===== config.mk =====
export PLATFORM = sky130hd
export DESIGN_NAME = mux_uart
export DESIGN_NICKNAME = d
export VERILOG_FILES = /design/src/rtl/mux_uart_pkg.sv /design/src/rtl/mux_uart_fifo.sv /design/src/rtl/mux_uart.sv
export SDC_FILE = /design/constraint.sdc
export NUM_CORES = 1
export LEC_CHECK = 0
export CAP_MARGIN = 20
export CELL_PAD_IN_SITES_DETAIL_PLACEMENT = 1
export CELL_PAD_IN_SITES_GLOBAL_PLACEMENT = 1
export CORE_MARGIN = 2
export CORE_UTILIZATION = 50
export DETAILED_ROUTE_END_ITERATION = 10
export PLACE_DENSITY_LB_ADDON = 0.12
export REMOVE_ABC_BUFFERS = 1
export SETUP_SLACK_MARGIN = 0.15
export SYNTH_ARGS = -nofsm -noshare
export SYNTH_HDL_FRONTEND = slang
export SYNTH_SLANG_ARGS = --single-unit

===== constraint.sdc =====
create_clock -name clock -period 7.2 [get_ports clock]
set_input_delay 1.44 -clock clock [delete_from_list [all_inputs] [get_ports clock]]
set_output_delay 1.44 -clock clock [all_outputs]
set_load 0.02 [all_outputs]

===== src/rtl/mux_uart_pkg.sv =====
// Shared constants and state encodings for the mux_uart bus-attached serial port.
package mux_uart_pkg;

   // Status register bit positions
   localparam int unsigned StRxRdy  = 0;
   localparam int unsigned StTxRdy  = 1;
   localparam int unsigned StOvr    = 2;
   localparam int unsigned StFe     = 3;
   localparam int unsigned StTxIdle = 4;

   // Register offsets from BASE_ADDR
   localparam logic [1:0] OffStatus = 2'd0;
   localparam logic [1:0] OffData   = 2'd1;
   localparam logic [1:0] OffIrqEn  = 2'd2;

   localparam logic [3:0] IrqLevel = 4'd6;

   typedef enum logic [1:0] {TxIdle, TxStart, TxData, TxStop} tx_state_e;
   typedef enum logic [2:0] {RxIdle, RxStart, RxData, RxStop, RxBreak} rx_state_e;

endpackage


===== src/rtl/mux_uart_fifo.sv =====
// 8-bit synchronous FIFO; a pop frees its slot for a same-cycle push even when full.
module mux_uart_fifo
#(
   parameter int unsigned DEPTH = 4
) (
   input  logic       clock,
   input  logic       reset,
   input  logic       push,
   input  logic       pop,
   input  logic [7:0] din,
   output logic [7:0] dout,
   output logic       full,
   output logic       empty
);
   import mux_uart_pkg::*;

   localparam int unsigned AW   = (DEPTH > 1) ? $clog2(DEPTH) : 1;
   localparam int unsigned CntW = AW + 1;

   logic [7:0]      mem_q [DEPTH];
   logic [AW-1:0]   wr_ptr_q, rd_ptr_q;
   logic [CntW-1:0] count_q;
   logic            do_push, do_pop;

   assign empty   = (count_q == '0);
   assign full    = (count_q == CntW'(DEPTH));
   assign do_pop  = pop & ~empty;
   assign do_push = push & (~full | do_pop);
   assign dout    = mem_q[rd_ptr_q];

   always_ff @(posedge clock or posedge reset) begin
      if (reset) begin
         wr_ptr_q <= '0;
         rd_ptr_q <= '0;
         count_q  <= '0;
      end else begin
         if (do_push) wr_ptr_q <= wr_ptr_q + AW'(1);
         if (do_pop)  rd_ptr_q <= rd_ptr_q + AW'(1);
         count_q <= count_q + CntW'(do_push) - CntW'(do_pop);
      end
   end

   always_ff @(posedge clock) begin
      if (do_push) mem_q[wr_ptr_q] <= din;
   end

endmodule


===== src/rtl/mux_uart.sv =====
// Bus-attached 8N1 UART with status/data registers and TX/RX FIFOs.
// Define MUX_UART_IRQ_EN to add the interrupt enable register at BASE_ADDR+2.
module mux_uart
#(
   parameter logic [18:0] BASE_ADDR    = 19'h3f200,
   parameter int unsigned CLKS_PER_BIT = 16,
   parameter int unsigned FIFO_DEPTH   = 4
) (
   input  logic        clock,
   input  logic        reset,
   input  logic [18:0] address,
   input  logic        write_en,
   input  logic        read_en,
   input  logic [7:0]  data_in,
   output logic [7:0]  data_out,
   input  logic        rx,
   output logic        tx,
   output logic        int_reqn,
   output logic [3:0]  irq_number
);
   import mux_uart_pkg::*;

   localparam int unsigned CntW    = $clog2(CLKS_PER_BIT);
   localparam logic [CntW-1:0] LastCnt = CntW'(CLKS_PER_BIT - 1);
   localparam logic [CntW-1:0] HalfCnt = CntW'(CLKS_PER_BIT / 2 - 1);

   logic sel_status, sel_data;
   assign sel_status = (address == BASE_ADDR + 19'(OffStatus));
   assign sel_data   = (address == BASE_ADDR + 19'(OffData));

   logic       tx_full, tx_empty, tx_pop;
   logic       rx_full, rx_empty, rx_pop, rx_push;
   logic [7:0] tx_head, rx_head;

   assign rx_pop = read_en & sel_data & ~rx_empty;

   mux_uart_fifo #(.DEPTH(FIFO_DEPTH)) u_tx_fifo (
      .clock (clock),
      .reset (reset),
      .push  (write_en & sel_data),
      .pop   (tx_pop),
      .din   (data_in),
      .dout  (tx_head),
      .full  (tx_full),
      .empty (tx_empty)
   );

   logic [7:0] rx_shift_q, rx_shift_d;

   mux_uart_fifo #(.DEPTH(FIFO_DEPTH)) u_rx_fifo (
      .clock (clock),
      .reset (reset),
      .push  (rx_push),
      .pop   (rx_pop),
      .din   (rx_shift_q),
      .dout  (rx_head),
      .full  (rx_full),
      .empty (rx_empty)
   );

   // Transmitter
   tx_state_e       tx_state_q, tx_state_d;
   logic [CntW-1:0] tx_cnt_q, tx_cnt_d;
   logic [2:0]      tx_bit_q, tx_bit_d;
   logic [7:0]      tx_shift_q, tx_shift_d;
   logic            tx_q, tx_d;

   always_comb begin
      tx_state_d = tx_state_q;
      tx_cnt_d   = tx_cnt_q;
      tx_bit_d   = tx_bit_q;
      tx_shift_d = tx_shift_q;
      tx_pop     = 1'b0;
      unique case (tx_state_q)
         TxIdle: begin
            if (!tx_empty) begin
               tx_pop     = 1'b1;
               tx_shift_d = tx_head;
               tx_cnt_d   = '0;
               tx_state_d = TxStart;
            end
         end
         TxStart: begin
            if (tx_cnt_q == LastCnt) begin
               tx_cnt_d   = '0;
               tx_bit_d   = '0;
               tx_state_d = TxData;
            end else begin
               tx_cnt_d = tx_cnt_q + CntW'(1);
            end
         end
         TxData: begin
            if (tx_cnt_q == LastCnt) begin
               tx_cnt_d = '0;
               if (tx_bit_q == 3'd7) begin
                  tx_state_d = TxStop;
               end else begin
                  tx_shift_d = {1'b0, tx_shift_q[7:1]};
                  tx_bit_d   = tx_bit_q + 3'd1;
               end
            end else begin
               tx_cnt_d = tx_cnt_q + CntW'(1);
            end
         end
         TxStop: begin
            if (tx_cnt_q == LastCnt) begin
               tx_cnt_d = '0;
               // Chain straight into the next start bit when more data is queued
               if (!tx_empty) begin
                  tx_pop     = 1'b1;
                  tx_shift_d = tx_head;
                  tx_state_d = TxStart;
               end else begin
                  tx_state_d = TxIdle;
               end
            end else begin
               tx_cnt_d = tx_cnt_q + CntW'(1);
            end
         end
         default: tx_state_d = TxIdle;
      endcase

      case (tx_state_d)
         TxStart: tx_d = 1'b0;
         TxData:  tx_d = tx_shift_d[0];
         default: tx_d = 1'b1;
      endcase
   end

   assign tx = tx_q;

   // Receiver
   rx_state_e       rx_state_q, rx_state_d;
   logic [CntW-1:0] rx_cnt_q, rx_cnt_d;
   logic [2:0]      rx_bit_q, rx_bit_d;
   logic [1:0]      rx_sync_q;
   logic            rx_prev_q, rx_s, fe_set;

   assign rx_s = rx_sync_q[1];

   always_comb begin
      rx_state_d = rx_state_q;
      rx_cnt_d   = rx_cnt_q;
      rx_bit_d   = rx_bit_q;
      rx_shift_d = rx_shift_q;
      rx_push    = 1'b0;
      fe_set     = 1'b0;
      unique case (rx_state_q)
         RxIdle: begin
            // The edge is already one cycle old when seen, so the count starts at 1
            if (rx_prev_q && !rx_s) begin
               rx_cnt_d   = CntW'(1);
               rx_state_d = RxStart;
            end
         end
         RxStart: begin
            if (rx_cnt_q == HalfCnt) begin
               rx_cnt_d   = '0;
               rx_bit_d   = '0;
               rx_state_d = rx_s ? RxIdle : RxData;
            end else begin
               rx_cnt_d = rx_cnt_q + CntW'(1);
            end
         end
         RxData: begin
            if (rx_cnt_q == LastCnt) begin
               rx_cnt_d   = '0;
               rx_shift_d = {rx_s, rx_shift_q[7:1]};
               if (rx_bit_q == 3'd7) rx_state_d = RxStop;
               else                  rx_bit_d   = rx_bit_q + 3'd1;
            end else begin
               rx_cnt_d = rx_cnt_q + CntW'(1);
            end
         end
         RxStop: begin
            if (rx_cnt_q == LastCnt) begin
               rx_cnt_d = '0;
               if (rx_s) begin
                  rx_push    = 1'b1;
                  rx_state_d = RxIdle;
               end else begin
                  fe_set     = 1'b1;
                  rx_state_d = RxBreak;
               end
            end else begin
               rx_cnt_d = rx_cnt_q + CntW'(1);
            end
         end
         RxBreak: begin
            if (rx_s) rx_state_d = RxIdle;
         end
         default: rx_state_d = RxIdle;
      endcase
   end

   // Sticky error flags; a new error wins over a same-cycle clear
   logic ovr_q, fe_q, ovr_d, fe_d, wr_status, ovr_set;
   assign wr_status = write_en & sel_status;
   assign ovr_set   = rx_push & rx_full & ~rx_pop;
   assign ovr_d     = (ovr_q & ~(wr_status & data_in[StOvr])) | ovr_set;
   assign fe_d      = (fe_q & ~(wr_status & data_in[StFe])) | fe_set;

   always_ff @(posedge clock or posedge reset) begin
      if (reset) begin
         tx_state_q <= TxIdle;
         tx_cnt_q   <= '0;
         tx_bit_q   <= '0;
         tx_shift_q <= '0;
         tx_q       <= 1'b1;
         rx_state_q <= RxIdle;
         rx_cnt_q   <= '0;
         rx_bit_q   <= '0;
         rx_shift_q <= '0;
         rx_sync_q  <= 2'b11;
         rx_prev_q  <= 1'b1;
         ovr_q      <= 1'b0;
         fe_q       <= 1'b0;
      end else begin
         tx_state_q <= tx_state_d;
         tx_cnt_q   <= tx_cnt_d;
         tx_bit_q   <= tx_bit_d;
         tx_shift_q <= tx_shift_d;
         tx_q       <= tx_d;
         rx_state_q <= rx_state_d;
         rx_cnt_q   <= rx_cnt_d;
         rx_bit_q   <= rx_bit_d;
         rx_shift_q <= rx_shift_d;
         rx_sync_q  <= {rx_sync_q[0], rx};
         rx_prev_q  <= rx_s;
         ovr_q      <= ovr_d;
         fe_q       <= fe_d;
      end
   end

   logic       tx_idle;
   logic [7:0] status;
   assign tx_idle = tx_empty & (tx_state_q == TxIdle);

   always_comb begin
      status           = '0;
      status[StRxRdy]  = ~rx_empty;
      status[StTxRdy]  = ~tx_full;
      status[StOvr]    = ovr_q;
      status[StFe]     = fe_q;
      status[StTxIdle] = tx_idle;
   end

`ifdef MUX_UART_IRQ_EN
   logic       sel_irq;
   logic [2:0] irq_en_q;
   assign sel_irq = (address == BASE_ADDR + 19'(OffIrqEn));

   always_ff @(posedge clock or posedge reset) begin
      if (reset)                     irq_en_q <= '0;
      else if (write_en && sel_irq)  irq_en_q <= data_in[2:0];
   end

   assign int_reqn = ~|{irq_en_q[2] & (ovr_q | fe_q), irq_en_q[1] & tx_idle,
                        irq_en_q[0] & ~rx_empty};
`else
   assign int_reqn = 1'b1;
`endif

   always_comb begin
      data_out = '0;
      if (sel_status) data_out = status;
      if (sel_data && !rx_empty) data_out = rx_head;
`ifdef MUX_UART_IRQ_EN
      if (sel_irq) data_out = {5'b0, irq_en_q};
`endif
   end

   assign irq_number = IrqLevel;

endmodule


== After elaboration in Yosys (flattened, before gate mapping) ==
Memories as Yosys holds them, arrays and structs flattened.
Index checks and enable logic that the tools add are counted.

* Muxes and demuxes: 52
* Equal/unequal tests: 30
* Bitwise gates (word level): 26
* Reductions and logical operators: 20
* $add $sub $neg: 12

{| class="wikitable"
|+ Operators by type and width
! kind !! count
|-
| 2-to-1 mux 8 bit || 5
|-
| 2-to-1 mux 3 bit || 13
|-
| equality test 19 x 18 -> 1 bit, second input constant || 2
|-
| != test 2 bit, second input constant || 12
|-
| one-hot mux 8 bit (3 select lines) || 1
|-
| 2-to-1 mux 4 bit || 5
|-
| AND 1 bit || 15
|-
| equality test 3 bit, second input constant || 5
|-
| one-hot mux 3 bit (5 select lines) || 1
|-
| 2-to-1 mux 1 bit || 13
|-
| 2-to-1 mux 2 bit || 6
|-
| one-hot mux 3 bit (2 select lines) || 2
|-
| one-hot mux 4 bit (3 select lines) || 1
|-
| AND reduction 4 bit || 3
|-
| logical NOT 3 bit || 3
|-
| adder 2 x 1 -> 2 bit, second input constant || 4
|-
| adder 4 x 1 -> 4 bit, second input constant || 2
|-
| equality test 4 bit, second input constant || 2
|-
| one-hot mux 2 bit (4 select lines) || 1
|-
| one-hot mux 4 bit (2 select lines) || 1
|-
| NOT 1 bit || 7
|-
| adder 3 x 1 -> 3 bit || 2
|-
| adder 3 x 1 -> 3 bit, second input constant || 2
|-
| equality test 2 bit, second input constant || 3
|-
| 17 further kinds || 29
|}

* Bits in registers: 55
* Logic and storage cells: 162
* Memories kept: 2
* Input bits: 32
* Output and inout bits: 14
* RAM bits: 64

{| class="wikitable"
|+ Memories
! memory !! depth !! bits a word !! rd ports !! clocked after Yosys merged registers in !! write ports !! line !! source
|-
| u_rx_fifo.mem_q || 4 || 8 || 1 || 0 || 1 || mux_uart_fifo.sv:20 || <nowiki>logic [7:0] mem_q [DEPTH];</nowiki>
|-
| u_tx_fifo.mem_q || 4 || 8 || 1 || 0 || 1 || mux_uart_fifo.sv:20 ||
|}

== Depth between registers and ports, before layout ==
Gate-level depths: netlist (run 1).

* Depth after elaboration: 9
* Depth in mapped cells: 12
* Gate-level depth less buffers: 12

== Modules after synthesis ==
From an unflattened synthesis (run 1), not the netlist that was laid out.

* Cell total of the unflattened synthesis: 407
* Area total of the unflattened synthesis: 5582.9 sq um

{| class="wikitable"
|+ By module, submodules not included
! module !! area each (sq um) !! cells an instance !! instances !! seq. area each (sq um)
|-
| mux_uart || 2413.6 || 250 || 1 || 1031.0
|-
| mux_uart_fifo at u_tx_fifo || 1587.8 || 79 || 1 || 1136.1
|-
| mux_uart_fifo at u_rx_fifo || 1581.5 || 78 || 1 || 1136.1
|}

== Worst setup path after synthesis (run 1) ==
No wires, ideal clock.

* Kind: input port to output port
* From: input address[1]
* To: output data_out[1]
* Setup slack: 2.897 ns
* Path buffers: 0
* Required time: 5.760 ns
* Stages on the path: 5
* Arrival: 2.863 ns
* Path through: nor4_1 nand4_1 nor3_1 inv_1 o21ai_0

* Longest elaborated chain between the ends: 3

{| class="wikitable"
|+ RTL lines
! what !! line !! source
|-
| start, declared || mux_uart.sv:11 || <nowiki>input logic [18:0] address,</nowiki>
|-
| equality test 19 x 18 -> 1 bit, on equally long branches || mux_uart.sv:28, mux_uart.sv:29 ||
|-
| 2-to-1 mux 5 bit or logical AND 1 bit (tied branches) || mux_uart.sv:266, mux_uart.sv:267 ||
|-
| 2-to-1 mux 8 bit * || mux_uart.sv:267 || <nowiki>if (sel_data && !rx_empty) data_out = rx_head;</nowiki>
|-
| end, declared || mux_uart.sv:15 || <nowiki>output logic [7:0] data_out,</nowiki>
|}

Mark *: on every way between the ends. The rest lies on a longest branch, timed or not.

== Worst setup path in the final report (run 1) ==
* From: input address[13]
* To: output data_out[4]

The elaborated chain is that of the path after synthesis.

==> results summary, run 1 <==
The number of storage elements in the synthesis netlist came out at 119. The average instance in the mapped netlist occupies 13.5 um^2. On the final layout, the worst clock skew is 0.0100 ns. The internal power contribution came out at 1.32 mW.

By area, the combinational part of the netlist is dominated by simple AND/OR/NAND/NOR gates. The first-pass GRT wire length came out at 19300 um. The transition at the pin with the smallest max-transition slack came out at 1.04 ns. The later pin in the worst-skew pair is clocked with a latency of 0.54 ns. The total number of clock tree sinks is 119. The accumulated negative setup slack came out at 0 ns. Counting flops with a built-in enable in the synthesized netlist gives 64.

The first TritonRoute pass finished after 4 iterations. The number of maximum-capacitance constraint violations came out at 0. Timing analysis after detailed placement gives a worst setup slack of 1.57 ns.

The repair_antennas step left the layout with diodes totalling 0. The number of max-slew violations in the final report came out at 0. The placer congestion estimate came out at 0.781. The detailed router placed 3408 vias in this run.

The global route total overflow came out at 0. The total I/O pin count is 46. The count of buffers from port buffering came out at 40.

The initial antenna violation count was 0. Derived from the worst setup path, the maximum achievable clock frequency is 177 MHz. The number of standard cells after synthesis came out at 405. In this run the remaining antenna-violating nets after routing total 0. The adder and majority cell fraction of the synthesized area is 6.00%. The part of the total power dissipated in sequential elements came out at 44.8%. TritonCTS built the clock tree. The finished layout cell area came out at 6540 um^2. The share of async-settable or async-resettable flops after synthesis came out at 46.2%. For this run, the leading register cell type out of synthesis is edfxtp_1.

Measured against its own limit, the worst slew margin works out to 30.1%. The worst setup path is captured at an output port. Dividing the detail-routed wire length by the instance count gives 20.0 um. The area share of the largest cell type after synthesis came out at 35.1%.

After floorplanning, the core was sized to cover 10700 um^2. The multi-input combinational cells in the finished layout cover a total of 1980 um^2. After synthesis, flip-flops and latches occupy 60.4% of the total area.

The clock network power share is 48.2%. The power per cell area is 264 nW/um^2. The basic-gate share of the synthesized area counting and, or, nand and nor cells is 9.93%. The instance area at placement came out at 5970 um^2. The net switching component of the power is 0.407 mW. The number of remaining DRC errors is 0. The synthesized design spends more area on one cell type than any other, namely edfxtp_1. The die span in x is 109 um.

The synthesized netlist devotes 1.76% of its cell area to XOR and XNOR gates. The HPWL after detailed placement is 8090 um. After detailed routing, the number of vias per cell comes to 5.67. The critical setup path kind is in -> out. The setup-violating endpoint count in the final report is 0. The net total in the final layout came out at 505. The synthesized netlist occupies a cell area of 5470 um^2. The worst setup margin is 1.56 ns. The final layout contains routed wiring with a total length of 12000 um. The total number of yosys warnings came out at 0.

For this run, the total global-route usage over all layers was measured as 22.6%. The layout cell share with drive strength beyond 1 came out at 14.3%. The clock buffer count from CTS came out at 17. The share of the cycle needed by the critical path after routing is 78.3%. The number of different library cells used by synthesis comes to 57. The H-tree depth is 4.

The via count of the first global-routing pass is 3622. The mux contribution to synthesized area is 9.45%. The maximum count of clock buffers along a single path came out at 2. Overall power consumption after layout is estimated at 1.73 mW. The final-report hold violation count came out at 0. The static power due to leakage is 2.52 nW.

In this run the worst path has a maximum fanout of 9. The peak supply drop is 0.000242 V. The number of fill cells in the layout is 1053. The cell sitting at the root of the clock tree is a clkbuf_8. The post-synthesis compound-gate area fraction came out at 8.70%. The number of hold buffers added after CTS is 0.

Clock-pin slew was measured on the worst setup and hold paths at 0.06 ns. The maximum number of pins on one net before global-route repair came out at 56. The initial standard-cell utilization of the core came out at 50.9%. The number of core rows is 38. The arrival time of the worst setup path came out at 4.20 ns. The worst hold slack after final layout is 0.356 ns. In this run, the number of DRC markers left after iteration 0 of detailed routing was 173. The floorplan step set the die height to 109 um. The tightest min-delay check is of the reg -> reg type.

The relative contribution of combinational cells to total power is 7.1%. Sorting the synthesized cells by area gives the leading types as edfxtp_1 (35%), dfrtp_1 (23%), mux4_2 (6.2%). The register cell area after layout is 3300 um^2. The required time reported for the critical path endpoint is 5.76 ns. STA classifies the critical path startpoint as a primary input. The count of buffers added by post-CTS timing repair for setup came out at 0. In this run, post-CTS repair resized a total of 0 instances. Setup repair after global routing left no endpoint under its margin.

Subtracting the final worst setup slack from the clock period gives 5.64 ns. The die outline area came out at 11800 um^2. The flow ran to the end, and the final reports show no timing, DRC or antenna violations. Relative to the synthesized area, the layout overhead comes to 19.7%. Of the total power, the share spent switching nets is 23.6%.
[path summary, 6_finish.rpt]
check	slack (ns)	startpoint	end	cells after the start
setup / recovery	1.56	address[13]	data_out[4]	6
hold / removal	0.36	rx_sync_q[0]$_DFF_PP1_	rx_sync_q[1]$_DFF_PP1_	0
setup reg to reg	4.32	u_rx_fifo.count_q[2]$_DFF_PP0_	u_rx_fifo.count_q[2]$_DFF_PP0_	11
hold reg to reg	0.36	rx_sync_q[0]$_DFF_PP1_	rx_sync_q[1]$_DFF_PP1_	0
max in group asynchronous	5.25	reset	rx_shift_q[4]$_DFFE_PP0P_	3
min in group asynchronous	1.44	reset	tx_cnt_q[2]$_DFFE_PP0N_	3
[layout by cell type, fill, tap and decap left out, types with 5 or more instances in the layout]
cell | synthesis | layout
dfrtp_1 | 51 | 51
nor2_1 | 18 | 18
inv_1 | 27 | 26
and3_1 | 6 | 6
mux2_2 | 11 | 11
a22o_1 | 9 | 9
nand2_1 | 22 | 22
nor3_1 | 9 | 9
xnor2_1 | 9 | 9
clkdlybuf4s50_1 | 0 | 40
ha_1 | 23 | 23
nor4_1 | 5 | 5
conb_1 | 2 | 5
a21oi_1 | 15 | 15
clkbuf_16 | 0 | 16
edfxtp_1 | 64 | 64
mux4_2 | 15 | 15
and2_1 | 12 | 12
o2bb2ai_1 | 5 | 5
o21ai_0 | 17 | 17
nand3_1 | 7 | 7
[cell families after synthesis]
kind of cell | count (synthesis)
adders and majority gates | 25
AOI/OAI and AO/OA | 69
and+or+nand+nor | 101
xor gates and xnor gates | 11
buffers and inverters | 47
muxes | 31
DFF | 119
other | 2
[worst max-delay path, cell delays in order]
cell             delay [ns]
clkdlybuf4s50_1        0.46
nor4bb_1               0.28
nand2_1                0.19
nor4_2                 0.92
a22o_1                 0.29
clkdlybuf4s50_1        0.61
[flip-flops by register name, indices dropped and copies added (netlist names), 3 cells and up]
register,count
u_rx_fifo.count_q,3
tx_cnt_q,4
rx_state_q,3
rx_bit_q,3
u_rx_fifo.mem_q,32
rx_shift_q,8
rx_cnt_q,4
u_tx_fifo.count_q,3
u_tx_fifo.mem_q,32
tx_shift_q,8
tx_bit_q,3
[metal layers]
metal  share of wire (%)  global-route usage [%]  routed length [um]
met1                  43                    26.9                5160
met2                  53                    39.4                6390
met3                 2.3                    6.15                 276
met4                 1.6                    8.42                 197
met5                   0                       0                   0
[synth_stat cells (all sizes together), types with 2 or more instances]
library cell  count
o21a              2
mux2i             4
edfxtp           64
nand2            22
o2bb2ai           5
nor2b             4
a21oi            15
or3               2
nor3b             3
mux4             15
clkbuf           12
and3              6
a22o              9
a21o              4
conb              2
inv              27
buf               8
o21ai            17
and2             12
nor2             18
nor4              6
nand2b            2
dfstp             4
xor2              2
mux2             12
a211oi            3
ha               23
nand4             2
dfrtp            51
xnor2             9
a31oi             4
nor3              9
fa                2
nand3             7
[final cells by class]
cell class / instances / area share, %
clock inverter: 12 / 2.31
multi-input combinational: 242 / 30.2
sequential: 119 / 50.5
tap: 140 / 2.68
inverter: 27 / 1.55
clock buffer: 20 / 6.50
timing repair buffer: 41 / 6.23
[power by group through the flow]
| stage | Sequential [mW] | Clock, mW | Combinational, mW |
|---|---|---|---|
| after floorplan | 0.773 | 0 | 0.0807 |
| after global placement | 0.782 | 0 | 0.114 |
| after detailed placement | 0.784 | 0 | 0.121 |
| after CTS | 0.772 | 0.845 | 0.123 |
| after global routing | 0.777 | 0.871 | 0.139 |
| final | 0.773 | 0.832 | 0.122 |
[metrics by stage]
stage,std cells,util (%)
after global placement,569,55.5
after detailed placement,569,55.5
after CTS,601,60.9
after floorplan,388,-
after global routing,601,60.9
final,601,60.9
(Power assumes the default switching activity.)
==> run 2, diff against run 1 <==
--- a/config.mk
+++ b/config.mk
@@ -9,7 +9,7 @@
 export CELL_PAD_IN_SITES_DETAIL_PLACEMENT = 1
 export CELL_PAD_IN_SITES_GLOBAL_PLACEMENT = 1
 export CORE_MARGIN = 2
-export CORE_UTILIZATION = 50
+export CORE_UTILIZATION = 48
 export DETAILED_ROUTE_END_ITERATION = 10
 export PLACE_DENSITY_LB_ADDON = 0.12
 export REMOVE_ABC_BUFFERS = 1
==> constraint.sdc (replaced) <==
create_clock -name clock -period 5.5 [get_ports clock]
set_input_delay 1.1 -clock clock [delete_from_list [all_inputs] [get_ports clock]]
set_output_delay 1.1 -clock clock [all_outputs]
set_load 0.02 [all_outputs]
==> run 2 against run 1 <==
- hold slack got worse by 0.0019 ns
- flip-flop and latch count stayed put
- non-clock buffer count rose by 2
- sequential power grew 31%
- critical path depth increased by 2
- clock skew fell by 0.0049 ns
- utilization down 1.1 points
- register-to-register slack lost 1.7 ns
- via count increased by 0.85%
- routed wire length fell by 2.0%
- design area rose by 0.33%
- combinational power is 31% higher
- critical path type unchanged
- critical endpoint is now data_out[1]
- largest power group unchanged
- highest routed layer unchanged
==> results summary, run 2 (synthesis gave the netlist of run 1 again) <==
The run finished with clean final reports. The met2 wire length came out at 6240 um. The top cell types in the final layout, fill and taps aside, are edfxtp_1 (64), dfrtp_1 (51), clkdlybuf4s50_1 (40). The fmax came out at 221 MHz. The clock network latency to the later pin of the worst-skew pair is 0.42 ns.

The worst register-to-register path ends at u_rx_fifo.count_q[2]$_DFF_PP0_. The number of maximum-capacitance constraint violations came out at 0. The share of the cycle needed by the critical path after routing is 82.4%. The core region is 11000 um^2. The commonest non-fill, non-tap cell in the layout is edfxtp_1. After clock tree synthesis, the flow added hold-fix buffers numbering 0. The signal on the critical path passes through clkdlybuf4s50_1 > nor4_1 > nand4_1 > nor4_2 > buf_4 > nand2_1 > o21ai_0 > clkdlybuf4s50_1. The worst hold slack after final layout came out at 0.355 ns. The number of max-slew violations in the final report was 0. Subtracting the final worst setup slack from the clock period gives 4.53 ns. Broken down by cell family, the worst path's largest delay share belongs to buffers and inverters. Once detailed placement completed, the half-perimeter wirelength came to 8200 um. The aggregate global-route resource usage came out at 21.0%.

The setup-violating endpoint count in the final report is 0. The highest signal layer in the routed design is met4. The detail route stage leaves a number of antenna-violating nets equal to 0. The setup path with the least slack is of type in -> out. The floorplan has 38 rows. The initial standard-cell utilization of the core came out at 49.8%. On the final layout, the worst clock skew is 0.00509 ns.

The total number of clock tree sinks came out at 119. The final routed wirelength across all metal layers is 11800 um. The cell depth of the worst flop-to-flop path is 10. The number of fill cells in the layout is 1037. The power per cell area is 343 nW/um^2. The placer congestion estimate is 0.776. The area overhead of the layout relative to synthesis is 20.0%. The launch instance of the worst register-to-register path is rx_cnt_q[0]$_DFFE_PP0P_.

The static power due to leakage came out at 2.53 nW. Across the VDD grid, the largest voltage drop is 0.000269 V. The critical path runs through a total of 8 cells. The initial antenna violation count is 0. The average routed wire per standard cell came out at 19.5 um. The accumulated negative setup slack is 0 ns. The net total in the final layout is 507. The H-tree depth is 4.

The total via count in the routed design is 3437. Setup repair after global routing left no endpoint under its margin. The launch point of the critical path is address[1]. In this run, post-CTS repair resized a total of 0 instances. On the critical path, the stage with the largest delay is an instance of clkdlybuf4s50_1.

Following the worst setup path forward leads to its endpoint at data_out[1]. The global route total overflow came out at 0. The routed length on met1 came out at 4900 um.

The transition at the pin with the smallest max-transition slack is 0.779 ns. The pre-antenna-repair detailed-routing pass consisted of 4 iterations. The required time reported for the critical path endpoint came out at 4.40 ns. The die is 111 um wide. The clock passes through at most 2 buffers.

The largest registers in the layout are u_rx_fifo.mem_q: 32 flops, u_tx_fifo.mem_q: 32 flops. The first global-routing pass estimated 19600 um of wire. The final-report hold violation count came to 0. The slack of the worst reg-to-reg path came out at 2.62 ns. The worst hold path class is reg -> reg.

The count of buffer and inverter cells on the critical path came out at 3. The initial DRC count came out at 190. The die covers 12300 um^2. The via count of the first global-routing pass came out at 3689. The clock-pin slew on the worst setup and hold paths is 0.05 ns. Cells with a size suffix above 1 make up 15.3% of the layout. The kind of start point of the critical path is a primary input. The headroom to the max-slew limit came out at 47.9%. STA classifies the critical path endpoint as an output port. The routed via count divided by cell count came out at 5.70. The diode insertion count for antenna repair is 0. The count of buffers from port buffering came out at 40. The maximum number of pins on one net before global-route repair is 56. For this run, the slowest stage of the critical path takes 0.66 ns. The maximum fanout encountered on the critical timing path came out at 9.

The number of remaining DRC errors is 0. The wire length on met3 came out at 446 um. The count of buffers added by post-CTS timing repair for setup came out at 0.

The total I/O pin count came out at 46. The arrival time of the worst setup path is 3.43 ns. The most frequent cell on the critical path is clkdlybuf4s50_1. The die is 111 um tall. In this run the clock root is driven by a clkbuf_16.

The clock tree from TritonCTS is built. The clock buffer count from CTS is 17.
-- run 2: cell count changes in the layout (fill, tap and decap cells not counted), sizes merged --
| cell | delta |
|---|---|
| buf | +2 |
| bufinv | -1 |
| clkbuf | -2 |
| clkinv | +2 |
| clkinvlp | +2 |
| inv | -1 |
-- run 2: through the flow --
step           power [mW]  cell area, um^2  cells  setup WS [ns]  util (%)
2_1_floorplan        1.12             5380    388           1.88         -
4_1_cts              2.27             6560    603          0.869      59.8
6_report             2.25             6560    603          0.967      59.8
5_1_grt              2.34             6560    603          0.740      59.8
3_3_place_gp         1.17             5980    571          0.906      54.5
3_5_place_dp         1.18             5980    571          0.902      54.5
-- run 2: worst min-delay path by stage --
stage | start | endpoint | slack, ns | cells after the start
2_1_floorplan | rx_sync_q[0]$_DFF_PP1_ | rx_sync_q[1]$_DFF_PP1_ | 0.35 | 0
3_3_place_gp | rx_sync_q[0]$_DFF_PP1_ | rx_sync_q[1]$_DFF_PP1_ | 0.35 | 0
3_5_place_dp | rx_sync_q[0]$_DFF_PP1_ | rx_sync_q[1]$_DFF_PP1_ | 0.35 | 0
4_1_cts | rx_sync_q[0]$_DFF_PP1_ | rx_sync_q[1]$_DFF_PP1_ | 0.36 | 0
5_1_grt | rx_sync_q[0]$_DFF_PP1_ | rx_sync_q[1]$_DFF_PP1_ | 0.36 | 0
6_report | rx_sync_q[0]$_DFF_PP1_ | rx_sync_q[1]$_DFF_PP1_ | 0.35 | 0
-- run 2: metal layers --
layer | GRT usage, % | vias to the layer above
met4 | 8.08 | 0
met1 | 26.0 | 1782
met5 | 0 | -
li1 | - | 1571
met2 | 35.5 | 65
met3 | 5.47 | 19
-- run 2: power breakdown --
group          switching (mW)  internal [mW]
sequential             0.0438          0.966
clock                   0.412          0.668
combinational          0.0852         0.0746
-- run 2: final cells by class --
| cell class | count | area (um^2) | share of cell area [%] |
|---|---|---|---|
| Sequential cell | 119 | 3300 | 50.3 |
| Timing Repair Buffer | 43 | 423 | 6.44 |
| Tap cell | 140 | 175 | 2.67 |
| Multi-Input combinational cell | 242 | 1980 | 30.1 |
| Inverter | 27 | 101 | 1.54 |
| Clock buffer | 18 | 429 | 6.54 |
| Clock inverter | 14 | 154 | 2.34 |
